## config.mk

```make
export PLATFORM = sky130hd
export DESIGN_NAME = forex_update_ctrl_flat
export DESIGN_NICKNAME = d
export VERILOG_FILES = /design/src/rtl/forex_update_ctrl_if.sv /design/src/rtl/forex_update_ctrl.sv /design/src/flat_wrapper.sv
export SDC_FILE = /design/constraint.sdc
export NUM_CORES = 1
export LEC_CHECK = 0
export ABC_AREA = 1
export BUFFER_PORTS_ARGS = -buffer_cell sky130_fd_sc_hd__buf_2
export CAP_MARGIN = 20
export CORE_ASPECT_RATIO = 0.8
export CORE_UTILIZATION = 35
export DETAILED_ROUTE_END_ITERATION = 10
export GPL_TIMING_DRIVEN = 0
export SETUP_SLACK_MARGIN = 0.05
export SYNTH_ARGS = -nofsm -noshare
export SYNTH_HDL_FRONTEND = slang
export SYNTH_SLANG_ARGS = --single-unit
```

## constraint.sdc

```tcl
create_clock -name clk -period 9.5 [get_ports clk]
set_input_delay 0.475 -clock clk [delete_from_list [all_inputs] [get_ports clk]]
set_output_delay 0.475 -clock clk [all_outputs]
set_load 0.01 [all_outputs]
```

## src/rtl/forex_update_ctrl_if.sv

```systemverilog
// forex_update_ctrl_if
//   Bundles the signals of the forex_update_ctrl block:
//   - Avalon-MM register port (chipselect/write/read/address/writedata/readdata)
//   - graph-store update stream (upd_valid/upd_ready/upd_src/upd_dst/upd_weight)
//   - Bellman-Ford core control (core_src/core_start/core_done)
//   - level interrupt (irq)
//   The slave modport is the controller's view; master is the environment's view.
interface forex_update_ctrl_if #(
    parameter int NODES    = 8,
    parameter int WEIGHT_W = 32
);
    localparam int PW = (NODES > 1) ? $clog2(NODES) : 1;

    logic                chipselect;
    logic                write;
    logic                read;
    logic [2:0]          address;
    logic [31:0]         writedata;
    logic [31:0]         readdata;
    logic                upd_valid;
    logic                upd_ready;
    logic [PW-1:0]       upd_src;
    logic [PW-1:0]       upd_dst;
    logic [WEIGHT_W-1:0] upd_weight;
    logic [PW-1:0]       core_src;
    logic                core_start;
    logic                core_done;
    logic                irq;

    modport slave (
        input  chipselect, write, read, address, writedata, upd_ready, core_done,
        output readdata, upd_valid, upd_src, upd_dst, upd_weight, core_src, core_start, irq
    );

    modport master (
        output chipselect, write, read, address, writedata, upd_ready, core_done,
        input  readdata, upd_valid, upd_src, upd_dst, upd_weight, core_src, core_start, irq
    );
endinterface

```

## src/rtl/forex_update_ctrl.sv

```systemverilog
// forex_update_ctrl
//   Avalon-MM front-end for the arbitrage engine. Edge-weight updates written
//   by the HPS are queued in a FIFO, drained into the graph store, and then a
//   Bellman-Ford run is launched on the core (manual start or automatic after
//   a drain). Status and run count are readable; irq flags run completion.
// Ports:
//   clk    - system clock
//   reset  - synchronous, active-high
//   bus    - forex_update_ctrl_if.slave (register port, update stream,
//            core control, irq)
module forex_update_ctrl #(
    parameter int NODES      = 8,
    parameter int WEIGHT_W   = 32,
    parameter int FIFO_DEPTH = 8
) (
    input logic               clk,
    input logic               reset,
    forex_update_ctrl_if.slave bus
);
    localparam int PW = (NODES > 1) ? $clog2(NODES) : 1;
    localparam int AW = $clog2(FIFO_DEPTH);
    localparam int CW = AW + 1;
    localparam int EW = 2 * PW + WEIGHT_W;

    typedef enum logic [1:0] {IDLE, DRAIN, START, RUN} state_t;

    state_t          state_q, state_d;
    logic [EW-1:0]   mem_q [FIFO_DEPTH];
    logic [AW-1:0]   wr_ptr_q, wr_ptr_d, rd_ptr_q, rd_ptr_d;
    logic [CW-1:0]   count_q, count_d;
    logic [PW-1:0]   src_stg_q, src_stg_d, dst_stg_q, dst_stg_d;
    logic [PW-1:0]   core_src_q, core_src_d;
    logic            start_pend_q, start_pend_d;
    logic            auto_q, auto_d;
    logic            irq_en_q, irq_en_d;
    logic            ovf_q, ovf_d;
    logic            done_q, done_d;
    logic            bad_edge_q, bad_edge_d;
    logic            core_start_q, core_start_d;
    logic [31:0]     run_count_q, run_count_d;
    logic [31:0]     readdata_q, readdata_d;

    logic            wr_en, rd_en, empty, full, upd_valid, pop, push;
    logic [EW-1:0]   head, push_entry;
    logic [31:0]     status;

    always_comb begin
        wr_en      = bus.chipselect && bus.write;
        rd_en      = bus.chipselect && bus.read;
        empty      = (count_q == '0);
        full       = (count_q == CW'(FIFO_DEPTH));
        head       = mem_q[rd_ptr_q];
        upd_valid  = (state_q == DRAIN) && !empty;
        pop        = upd_valid && bus.upd_ready;
        push_entry = {src_stg_q, dst_stg_q, bus.writedata[WEIGHT_W-1:0]};
        status     = {16'h0000, 8'(count_q), auto_q, start_pend_q, bad_edge_q,
                      done_q, ovf_q, empty, full, (state_q != IDLE)};
    end

    always_comb begin
        state_d      = state_q;
        wr_ptr_d     = wr_ptr_q;
        rd_ptr_d     = rd_ptr_q;
        count_d      = count_q;
        src_stg_d    = src_stg_q;
        dst_stg_d    = dst_stg_q;
        core_src_d   = core_src_q;
        start_pend_d = start_pend_q;
        auto_d       = auto_q;
        irq_en_d     = irq_en_q;
        ovf_d        = ovf_q;
        done_d       = done_q;
        bad_edge_d   = bad_edge_q;
        run_count_d  = run_count_q;
        readdata_d   = readdata_q;
        push         = 1'b0;

        case (state_q)
            IDLE: begin
                if (!empty)            state_d = DRAIN;
                else if (start_pend_q) state_d = START;
            end
            // Leaves only once the FIFO is observed empty, one cycle after the last pop.
            DRAIN: begin
                if (empty) state_d = (start_pend_q || auto_q) ? START : IDLE;
            end
            START: begin
                state_d      = RUN;
                start_pend_d = 1'b0;
            end
            RUN: begin
                if (bus.core_done) begin
                    done_d      = 1'b1;
                    run_count_d = run_count_q + 32'd1;
                    state_d     = IDLE;
                end
            end
            default: state_d = IDLE;
        endcase
        core_start_d = (state_d == START);

        // Register writes come after the FSM so a start request and the
        // sticky clear override same-cycle FSM updates.
        if (wr_en) begin
            case (bus.address)
                3'd0: begin
                    src_stg_d = bus.writedata[2*PW-1:PW];
                    dst_stg_d = bus.writedata[PW-1:0];
                end
                3'd1: begin
                    if (src_stg_q == dst_stg_q) bad_edge_d = 1'b1;
                    else if (full && !pop)      ovf_d      = 1'b1;
                    else                        push       = 1'b1;
                end
                3'd2: begin
                    auto_d   = bus.writedata[1];
                    irq_en_d = bus.writedata[2];
                    if (bus.writedata[0]) start_pend_d = 1'b1;
                    if (bus.writedata[3]) begin
                        ovf_d      = 1'b0;
                        bad_edge_d = 1'b0;
                        done_d     = 1'b0;
                    end
                end
                3'd4: begin
                    if (state_q == IDLE) core_src_d = bus.writedata[PW-1:0];
                end
                default: ;
            endcase
        end

        if (push) wr_ptr_d = wr_ptr_q + 1'b1;
        if (pop)  rd_ptr_d = rd_ptr_q + 1'b1;
        case ({push, pop})
            2'b10:   count_d = count_q + 1'b1;
            2'b01:   count_d = count_q - 1'b1;
            default: count_d = count_q;
        endcase

        if (rd_en) begin
            case (bus.address)
                3'd3:    readdata_d = status;
                3'd4:    readdata_d = 32'(core_src_q);
                3'd5:    readdata_d = run_count_q;
                default: readdata_d = '0;
            endcase
        end
    end

    always_ff @(posedge clk) begin
        if (reset) begin
            state_q      <= IDLE;
            wr_ptr_q     <= '0;
            rd_ptr_q     <= '0;
            count_q      <= '0;
            src_stg_q    <= '0;
            dst_stg_q    <= '0;
            core_src_q   <= '0;
            start_pend_q <= 1'b0;
            auto_q       <= 1'b0;
            irq_en_q     <= 1'b0;
            ovf_q        <= 1'b0;
            done_q       <= 1'b0;
            bad_edge_q   <= 1'b0;
            core_start_q <= 1'b0;
            run_count_q  <= '0;
            readdata_q   <= '0;
        end else begin
            state_q      <= state_d;
            wr_ptr_q     <= wr_ptr_d;
            rd_ptr_q     <= rd_ptr_d;
            count_q      <= count_d;
            src_stg_q    <= src_stg_d;
            dst_stg_q    <= dst_stg_d;
            core_src_q   <= core_src_d;
            start_pend_q <= start_pend_d;
            auto_q       <= auto_d;
            irq_en_q     <= irq_en_d;
            ovf_q        <= ovf_d;
            done_q       <= done_d;
            bad_edge_q   <= bad_edge_d;
            core_start_q <= core_start_d;
            run_count_q  <= run_count_d;
            readdata_q   <= readdata_d;
        end
    end

    // Queue storage needs no reset; the payload is masked while not valid.
    always_ff @(posedge clk) begin
        if (push) mem_q[wr_ptr_q] <= push_entry;
    end

    assign bus.upd_valid  = upd_valid;
    assign bus.upd_src    = upd_valid ? head[EW-1 -: PW] : '0;
    assign bus.upd_dst    = upd_valid ? head[WEIGHT_W +: PW] : '0;
    assign bus.upd_weight = upd_valid ? head[WEIGHT_W-1:0] : '0;
    assign bus.core_src   = core_src_q;
    assign bus.core_start = core_start_q;
    assign bus.irq        = irq_en_q && done_q;
    assign bus.readdata   = readdata_q;
endmodule

```

## src/flat_wrapper.sv

```systemverilog
// flat-port wrapper written by rule: the top's interface ports become plain ports
module forex_update_ctrl_flat 
#(
    parameter int NODES      = 8,
    parameter int WEIGHT_W   = 32,
    parameter int FIFO_DEPTH = 8
)
  (clk, reset, bus_chipselect, bus_write, bus_read, bus_address, bus_writedata, bus_upd_ready, bus_core_done, bus_readdata, bus_upd_valid, bus_upd_src, bus_upd_dst, bus_upd_weight, bus_core_src, bus_core_start, bus_irq);
  forex_update_ctrl_if #(.NODES(NODES), .WEIGHT_W(WEIGHT_W)) bus_i ();
  input logic clk;
  input logic reset;
  input wire logic [$bits(bus_i.chipselect)-1:0] bus_chipselect;
  input wire logic [$bits(bus_i.write)-1:0] bus_write;
  input wire logic [$bits(bus_i.read)-1:0] bus_read;
  input wire logic [$bits(bus_i.address)-1:0] bus_address;
  input wire logic [$bits(bus_i.writedata)-1:0] bus_writedata;
  input wire logic [$bits(bus_i.upd_ready)-1:0] bus_upd_ready;
  input wire logic [$bits(bus_i.core_done)-1:0] bus_core_done;
  output wire logic [$bits(bus_i.readdata)-1:0] bus_readdata;
  output wire logic [$bits(bus_i.upd_valid)-1:0] bus_upd_valid;
  output wire logic [$bits(bus_i.upd_src)-1:0] bus_upd_src;
  output wire logic [$bits(bus_i.upd_dst)-1:0] bus_upd_dst;
  output wire logic [$bits(bus_i.upd_weight)-1:0] bus_upd_weight;
  output wire logic [$bits(bus_i.core_src)-1:0] bus_core_src;
  output wire logic [$bits(bus_i.core_start)-1:0] bus_core_start;
  output wire logic [$bits(bus_i.irq)-1:0] bus_irq;
  assign bus_i.chipselect = bus_chipselect;
  assign bus_i.write = bus_write;
  assign bus_i.read = bus_read;
  assign bus_i.address = bus_address;
  assign bus_i.writedata = bus_writedata;
  assign bus_i.upd_ready = bus_upd_ready;
  assign bus_i.core_done = bus_core_done;
  assign bus_readdata = bus_i.readdata;
  assign bus_upd_valid = bus_i.upd_valid;
  assign bus_upd_src = bus_i.upd_src;
  assign bus_upd_dst = bus_i.upd_dst;
  assign bus_upd_weight = bus_i.upd_weight;
  assign bus_core_src = bus_i.core_src;
  assign bus_core_start = bus_i.core_start;
  assign bus_irq = bus_i.irq;
  forex_update_ctrl #(.NODES(NODES), .WEIGHT_W(WEIGHT_W), .FIFO_DEPTH(FIFO_DEPTH)) u_core (.clk(clk), .reset(reset), .bus(bus_i));
endmodule
```

==> metrics.log, run 1 <==
[metrics] clock buffer depth: 3
[metrics] Pre-antenna DRT Iters: 5
[metrics] slowest cell on the critical path: sky130_fd_sc_hd__a31oi_1
[metrics] clock latency of the later-clocked register in the worst-skew pair: ~540 ps
[metrics] number of resized instances in the post-cts repair step: 0
[metrics] Worst Setup Slack post-DPL: 6620 ps
[metrics] CTS tree: yes
[metrics] FFs w/ async S/R, synth: 0%
[metrics] Antenna Nets Post-Route: 0
[metrics] critical path's most frequent cell: sky130_fd_sc_hd__buf_2
[metrics] number of nets in the finished design: around 1800
[metrics] Routed WL per cell: approximately 18 µm
[metrics] arrival time of the worst setup path: 2660 ps
[metrics] Setup violations, final: 0
[metrics] total length of routed met2 wires: 19630 µm
[metrics] Setup Buffers After CTS: 0
[metrics] CTS H-tree depth: 2
[metrics] Worst Hold Depth: 1
[metrics] most used flip-flop cell after synthesis: sky130_fd_sc_hd__edfxtp_1
[metrics] path type of the worst min-delay path: in2reg
[metrics] CP Launch Type: register
[metrics] Horiz. Die Dim: about 240 µm
[metrics] category of the most critical setup path: reg2out
[metrics] number of placed I/O pins: 118
[metrics] vertical die dimension: ~190 µm
[metrics] startpoint of the worst-slack reg-to-reg timing path: u_core.count_q[0]
[metrics] Area contributors post-synth: sky130_fd_sc_hd__edfxtp_1, sky130_fd_sc_hd__dfxtp_1, sky130_fd_sc_hd__o21ai_0, sky130_fd_sc_hd__nor2_1, sky130_fd_sc_hd__nand2_1
[metrics] Maximum Capacitance Violations: 0
[metrics] uppermost layer routed: met5
[metrics] register share of total power: 54.4%
[metrics] Worst R2R Setup Slack: between 6000 and 7000 ps
[metrics] Synth Warn #: 0
[metrics] part of the total power dissipated in the clock network: around 44%
[metrics] end of the worst register-to-register path: u_core.mem_q[5][21]
[metrics] Final min period: ~3100 ps
[metrics] Mapped Avg Cell Area: approximately 11 µm²
[metrics] Sw Ratio: approximately 20%
[metrics] Residual DRC: 0
[metrics] CP max FO: 10
[metrics] worst vdd rail ir drop: ~110 µV
[metrics] area added between synthesis and finish: 18.10%
[metrics] number of rows created at floorplan: 70
[metrics] element type at the critical path end: primary output
[metrics] combinational power share: around 2.1%
[metrics] Synth top area share: between 50 and 60%
[metrics] count of final hold-check violations: 0
[metrics] cell class contributing the biggest share of worst-path delay: buffers and inverters
[metrics] Netlist cell types: 34
[metrics] vias per cell: around 5.0
[metrics] Req. time, crit path: around 9000 ps
[metrics] period utilisation layout: 33.04%
[metrics] Gate Count Post-Synth: 1531
[metrics] pin count of the biggest net entering global routing: 25
[metrics] synthesized flop and latch total: between 300 and 400
[metrics] number of enable flip-flop cells after synthesis: 304
[metrics] power density normalized to cell area: ~180 nW/µm²
[metrics] worst hold slack: slightly above 200 ps
[metrics] total clock sinks: around 400
[metrics] antenna violations before repair: 3
[metrics] Final Slew Violations: 0
[metrics] post-route cell area: about 19000 µm²
[metrics] sequential area share after synthesis: about 70%
[metrics] Routability Congestion: between 0.8 and 0.9
[metrics] depth of the worst register-to-register path: 10
[metrics] leakage dissipation: roughly 0.0069 µW
[metrics] worst min-delay path endpoint: u_core.mem_q[3][28]
[metrics] transition time of the tightest slew-check pin: about 760 ps
[metrics] starting density of the core: 35.46%
[metrics] clock-pin transition on the worst setup and hold timing paths: 60 ps
[metrics] die footprint: 47190 µm²
[metrics] worst stage delay on the critical path: roughly 430 ps
[metrics] worst path setup slack after routing: ~6400 ps
[metrics] origin of the worst min-delay path: bus_writedata[28]
[metrics] met3 WL post-DR: roughly 2700 µm
[metrics] internal power of the cells: 2759 µW
[metrics] buffers plus inverters on the worst setup path: 5
[metrics] RSZ-0062 raised after global routing: no
[metrics] post-synthesis cell area: 16210 µm²
[metrics] WL final: 42080 µm
[metrics] commonest cells in the synthesized netlist: sky130_fd_sc_hd__nor2_1, sky130_fd_sc_hd__edfxtp_1, sky130_fd_sc_hd__o21ai_0, sky130_fd_sc_hd__nand2_1, sky130_fd_sc_hd__dfxtp_1
[metrics] placeable core region: around 46000 µm²
[metrics] Slew headroom: between 40% and 50%
[metrics] highest achievable clock rate: between 0.3 and 0.4 GHz
[metrics] result of the run: completed
[metrics] M1 WL: between 15000 and 20000 µm
[metrics] Placement Cell Area: 17910 µm²
[metrics] clock tree root driver cell: sky130_fd_sc_hd__clkbuf_16
[metrics] via count: approximately 12000
[metrics] first-pass GRT wire length: 65460 µm
[metrics] Detailed Route Iter0 Violations: between 800 and 900
[metrics] Setup Total Neg Slack: 0 ps
[metrics] series of cell instances along the critical path: buf_2 > inv_2 > buf_4 > buf_2 > nor2_1 > o21ai_0 > o21ai_0 > a31oi_1 > buf_2
[metrics] overall power after layout: 3464 µW
[metrics] overall fraction of global-route tracks in use: between 10% and 20%
[metrics] final global-route overflow total: 0
[metrics] clock skew: ~20 ps
[metrics] cell type with the largest total area after synthesis: sky130_fd_sc_hd__edfxtp_1
[metrics] top-count cell post-synth: sky130_fd_sc_hd__nor2_1
[metrics] Port Buf Inserts: 116
[metrics] Switching Power: 705.5 µW
[metrics] hpwl dp: 28870 µm
[metrics] via count of the first global-routing pass: around 12000
[metrics] Inserted Clock Buffers: 40
[metrics] CTS hold repair buffers: 0
[metrics] share of layout cells above drive strength 1: 14.74%
[metrics] post-synthesis net count: between 1500 and 2000
sequential cells by signal, indices dropped and copies added (netlist names), 4 cells and up, named ones only:
signal	flops
u_core.bus.readdata	32
u_core.mem_q	304
u_core.run_count_q	32
u_core.count_q	4
per-stage QoR:
step           std cells  util [%]
4_1_cts             2356     41.87
3_3_place_gp        2259     38.41
2_1_floorplan       1531         -
6_report            2358     41.88
3_5_place_dp        2285     39.18
5_1_grt             2358     41.88
cell usage in the layout, fill, tap and decap left out, drive strengths merged, types with 3 or more instances in the layout:
cell type,Yosys,layout
o21ai,282,282
edfxtp,304,304
nand4,10,10
a31oi,40,40
dfxtp,95,95
clkinvlp,0,3
xor2,5,5
clkbuf,48,99
nand2,141,141
buf,36,178
inv,85,86
o21a,4,4
nor3b,3,3
xnor2,4,4
o22ai,4,4
a21oi,65,65
nand3,34,34
nor2,340,340
bufinv,0,3
ha,6,6
nor3,20,20
clkinv,0,13
layout make-up:
cell class	instances	area (µm²)
Antenna cell	2	5.005
Buffer	84	376.6
Clock buffer	51	1042
Clock inverter	20	188.9
Fill cell	4377	26570
Inverter	85	319.1
Multi-Input combinational cell	963	4532
Sequential cell	399	11030
Tap cell	612	765.7
Timing Repair Buffer	142	887.1
worst max-delay path by stage:
stage	endpoint	slack, ps	depth (start not counted)
2_1_floorplan	u_core.mem_q[5][0]	5240	5
3_3_place_gp	u_core.mem_q[1][18]	2630	7
3_5_place_dp	u_core.mem_q[5][19]	6620	9
4_1_cts	bus_upd_weight[15]	6370	8
5_1_grt	bus_upd_src[2]	6200	8
6_report	bus_upd_weight[31]	6360	9
power groups by stage:
stage	sequential (µW)	combinational, µW	clock (µW)
floorplan	1920	26.4	0
global placement	1920	69.1	0
detailed placement	1920	71.3	0
CTS	1880	71.5	1540
global route	1880	79.2	1610
finish	1880	71.4	1510
kinds of logic (layout without fill, tap and decap cells):
family	Yosys count	in the layout	share of synthesized area, %
other	0	2	0
buffers and inverters	169	382	4.291
adders and majority gates	6	6	0.4630
and+or+nand+nor	550	550	13.97
AOI/OAI and AO/OA	398	398	12.76
DFF	399	399	68.04
xor gates and xnor gates	9	9	0.4862
routing by layer:
metal / vias up / GRT usage (%)
met3: 77 / 3.121
met2: 347 / 29.37
li1: 5706 / -
met5: - / 0
met4: 2 / 5.171
met1: 5599 / 23.95
Power figures use the tool's default switching activity.
==> inputs of run 2 (changes only) <==
==> constraint.sdc (replaced) <==
create_clock -name clk -period 2.9 [get_ports clk]
set_input_delay 0.145 -clock clk [delete_from_list [all_inputs] [get_ports clk]]
set_output_delay 0.145 -clock clk [all_outputs]
set_load 0.01 [all_outputs]
==> run 2 against run 1 <==
Compared with the run above: combinational power rose to 3.8 times the previous value; routed wire length is 0.29% lower; sequential cell count is the same; final cell count up 1.3%; die area unchanged.
==> metrics.log, run 2 (synthesis results as in run 1) <==
[metrics] arrival time of the worst setup path: approximately 2600 ps
[metrics] Maximum Capacitance Violations: 0
[metrics] startpoint of the worst-slack reg-to-reg timing path: u_core.state_q[0]
[metrics] worst stage delay on the critical path: 430 ps
[metrics] number of rows created at floorplan: 70
[metrics] commonest non-fill, non-tap cells in the layout: sky130_fd_sc_hd__nor2_1, sky130_fd_sc_hd__edfxtp_1, sky130_fd_sc_hd__o21ai_0, sky130_fd_sc_hd__buf_2, sky130_fd_sc_hd__nand2_1
[metrics] clock-pin transition on the worst setup and hold timing paths: 60 ps
[metrics] antenna violations before repair: 3
[metrics] via count of the first global-routing pass: 11190
[metrics] clock buffer depth: 3
[metrics] critical path's most frequent cell: sky130_fd_sc_hd__buf_2
[metrics] CTS tree: yes
[metrics] clock skew: 27.46 ps
[metrics] starting density of the core: between 30 and 40%
[metrics] via count: around 12000
[metrics] CP Launch Type: register
[metrics] path type of the worst min-delay path: in2reg
[metrics] result of the run: completed
[metrics] element type at the critical path end: primary output
[metrics] final core utilization: a little over two fifths
[metrics] Pre-antenna DRT Iters: 5
[metrics] transition time of the tightest slew-check pin: around 730 ps
[metrics] CTS H-tree depth: 2
[metrics] highest achievable clock rate: around 0.37 GHz
[metrics] number of placed I/O pins: between 100 and 150
[metrics] slowest cell on the critical path: sky130_fd_sc_hd__clkbuf_1
[metrics] post-route cell area: slightly below 20000 µm²
[metrics] number of nets in the finished design: 1796
[metrics] flip-flop count of the largest register, all copies and words added: between 300 and 400
[metrics] Sequential Area: between 10000 and 15000 µm²
[metrics] multi-input gate area in the final layout: approximately 4600 µm²
[metrics] Residual DRC: 0
[metrics] origin of the worst min-delay path: bus_address[1]
[metrics] hpwl dp: between 20000 and 30000 µm
[metrics] placeable core region: 45720 µm²
[metrics] first-pass GRT wire length: roughly 65000 µm
[metrics] overall fraction of global-route tracks in use: between 15 and 20%
[metrics] Routed WL per cell: ~18 µm
[metrics] category of the most critical setup path: reg2out
[metrics] fillcell total: around 4400
[metrics] RSZ-0062 raised after global routing: yes
[metrics] share of layout cells above drive strength 1: roughly 15%
[metrics] Placement Cell Area: approximately 18000 µm²
[metrics] Routability Congestion: between 0.8 and 0.9
[metrics] clock latency of the later-clocked register in the worst-skew pair: between 500 and 600 ps
[metrics] pin count of the biggest net entering global routing: 23
[metrics] Setup violations, final: 0
[metrics] CP max FO: 10
[metrics] area added between synthesis and finish: 20.74%
[metrics] period utilisation layout: between 90% and 100%
[metrics] leakage dissipation: 0.007007 µW
[metrics] die footprint: approximately 47000 µm²
[metrics] vias per cell: between 4 and 5
[metrics] largest register by flop count: u_core.mem_q
[metrics] Slew headroom: 51.33%
[metrics] most common library cell in the layout ignoring fill and taps: sky130_fd_sc_hd__nor2_1
[metrics] Horiz. Die Dim: 242.6 µm
[metrics] series of cell instances along the critical path: buf_2 > inv_2 > buf_4 > clkbuf_1 > o21ai_0 > a31oi_1 > buf_2
[metrics] final global-route overflow total: 0
[metrics] total clock sinks: 399
[metrics] overall power after layout: 11260 µW
[metrics] Detailed Route Iter0 Violations: 923
[metrics] Final min period: around 2700 ps
[metrics] count of final hold-check violations: 0
[metrics] buffers plus inverters on the worst setup path: 5
[metrics] Req. time, crit path: about 2800 ps
[metrics] Antenna Nets Post-Route: 0
[metrics] vertical die dimension: approximately 190 µm
[metrics] Final Slew Violations: 0
[metrics] cell class contributing the biggest share of worst-path delay: buffers and inverters
[metrics] clock tree root driver cell: sky130_fd_sc_hd__clkbuf_16
[metrics] worst vdd rail ir drop: 355.7 µV
[metrics] Port Buf Inserts: approximately 120
[metrics] power density normalized to cell area: between 500 and 600 nW/µm²
[metrics] Inserted Clock Buffers: 40
[metrics] WL final: between 40000 and 50000 µm
==> run 2: changes by cell type in the layout (fill, tap and decap cells not counted), sizes merged <==
cell         before  now
bufinv            3    1
dlygate4sd3       0   36
inv              86   87
clkbuf           99   98
clkinvlp          3    0
diode             2    1
buf             178  175
clkinv           13   17
==> run 2: routing by layer <==
metal | vias to the layer above | wire (µm) | global-route usage (%)
li1 | 5765 | - | -
met1 | 5615 | 19450 | 24.22
met2 | 338 | 19270 | 28.83
met3 | 56 | 2572 | 3.424
met4 | 4 | 652 | 3.774
met5 | - | 22 | 0
==> run 2: path summary, 6_finish.rpt <==
kind,cells after the start,endpoint,slack [ps]
worst max-delay path,7,bus_upd_weight[15],170
worst min-delay path,4,u_core.bad_edge_q,40
worst max register to register,10,u_core.mem_q[5][23],330
worst min register to register,2,u_core.done_q,470
==> run 2: layout make-up <==
cell class | instances | area share, %
Multi-Input combinational cell | 963 | 23.41
Buffer | 84 | 1.956
Clock buffer | 50 | 5.305
Tap cell | 612 | 3.912
Inverter | 85 | 1.630
Clock inverter | 20 | 0.7031
Sequential cell | 399 | 56.35
Timing Repair Buffer | 175 | 6.724
Antenna cell | 1 | 0.01278
==> run 2: repair_timing <==
| item | in CTS | in global routing |
|---|---|---|
| gates resized for setup | 0 | 12 |
| hold buffers | 36 | 0 |
| setup buffers | 0 | 9 |
| endpoints found under the setup margin | 0 | 83 |
| hold endpoints to repair | 261 | 0 |
==> run 2: where the power goes <==
group          leakage, µW  internal (µW)  switching [µW]  total, µW
Sequential         0.00351           6150            18.9       6170
Combinational      0.00291           97.3             175        272
Clock             0.000583           2640            2170       4810
==> run 2: metrics by stage <==
| step | hold slack, ps | std cells | setup slack [ps] | setup TNS, ps |
|---|---|---|---|---|
| floorplan | 243.9 | 1531 | -137.1 | -15630 |
| global placement | 419.2 | 2259 | -1682 | -299540 |
| detailed placement | 419.3 | 2273 | 202.9 | 0 |
| CTS | 6.185 | 2379 | 117.0 | 0 |
| global route | 56.66 | 2388 | 35.80 | 0 |
| finish | 37.41 | 2389 | 169.5 | 0 |
==> run 2: worst min-delay path, delay by kind of cell <==
family / cells / cell delay (ps)
buf+inv: 1 / 130
compound gates: 1 / 70
simple gates: 2 / 200
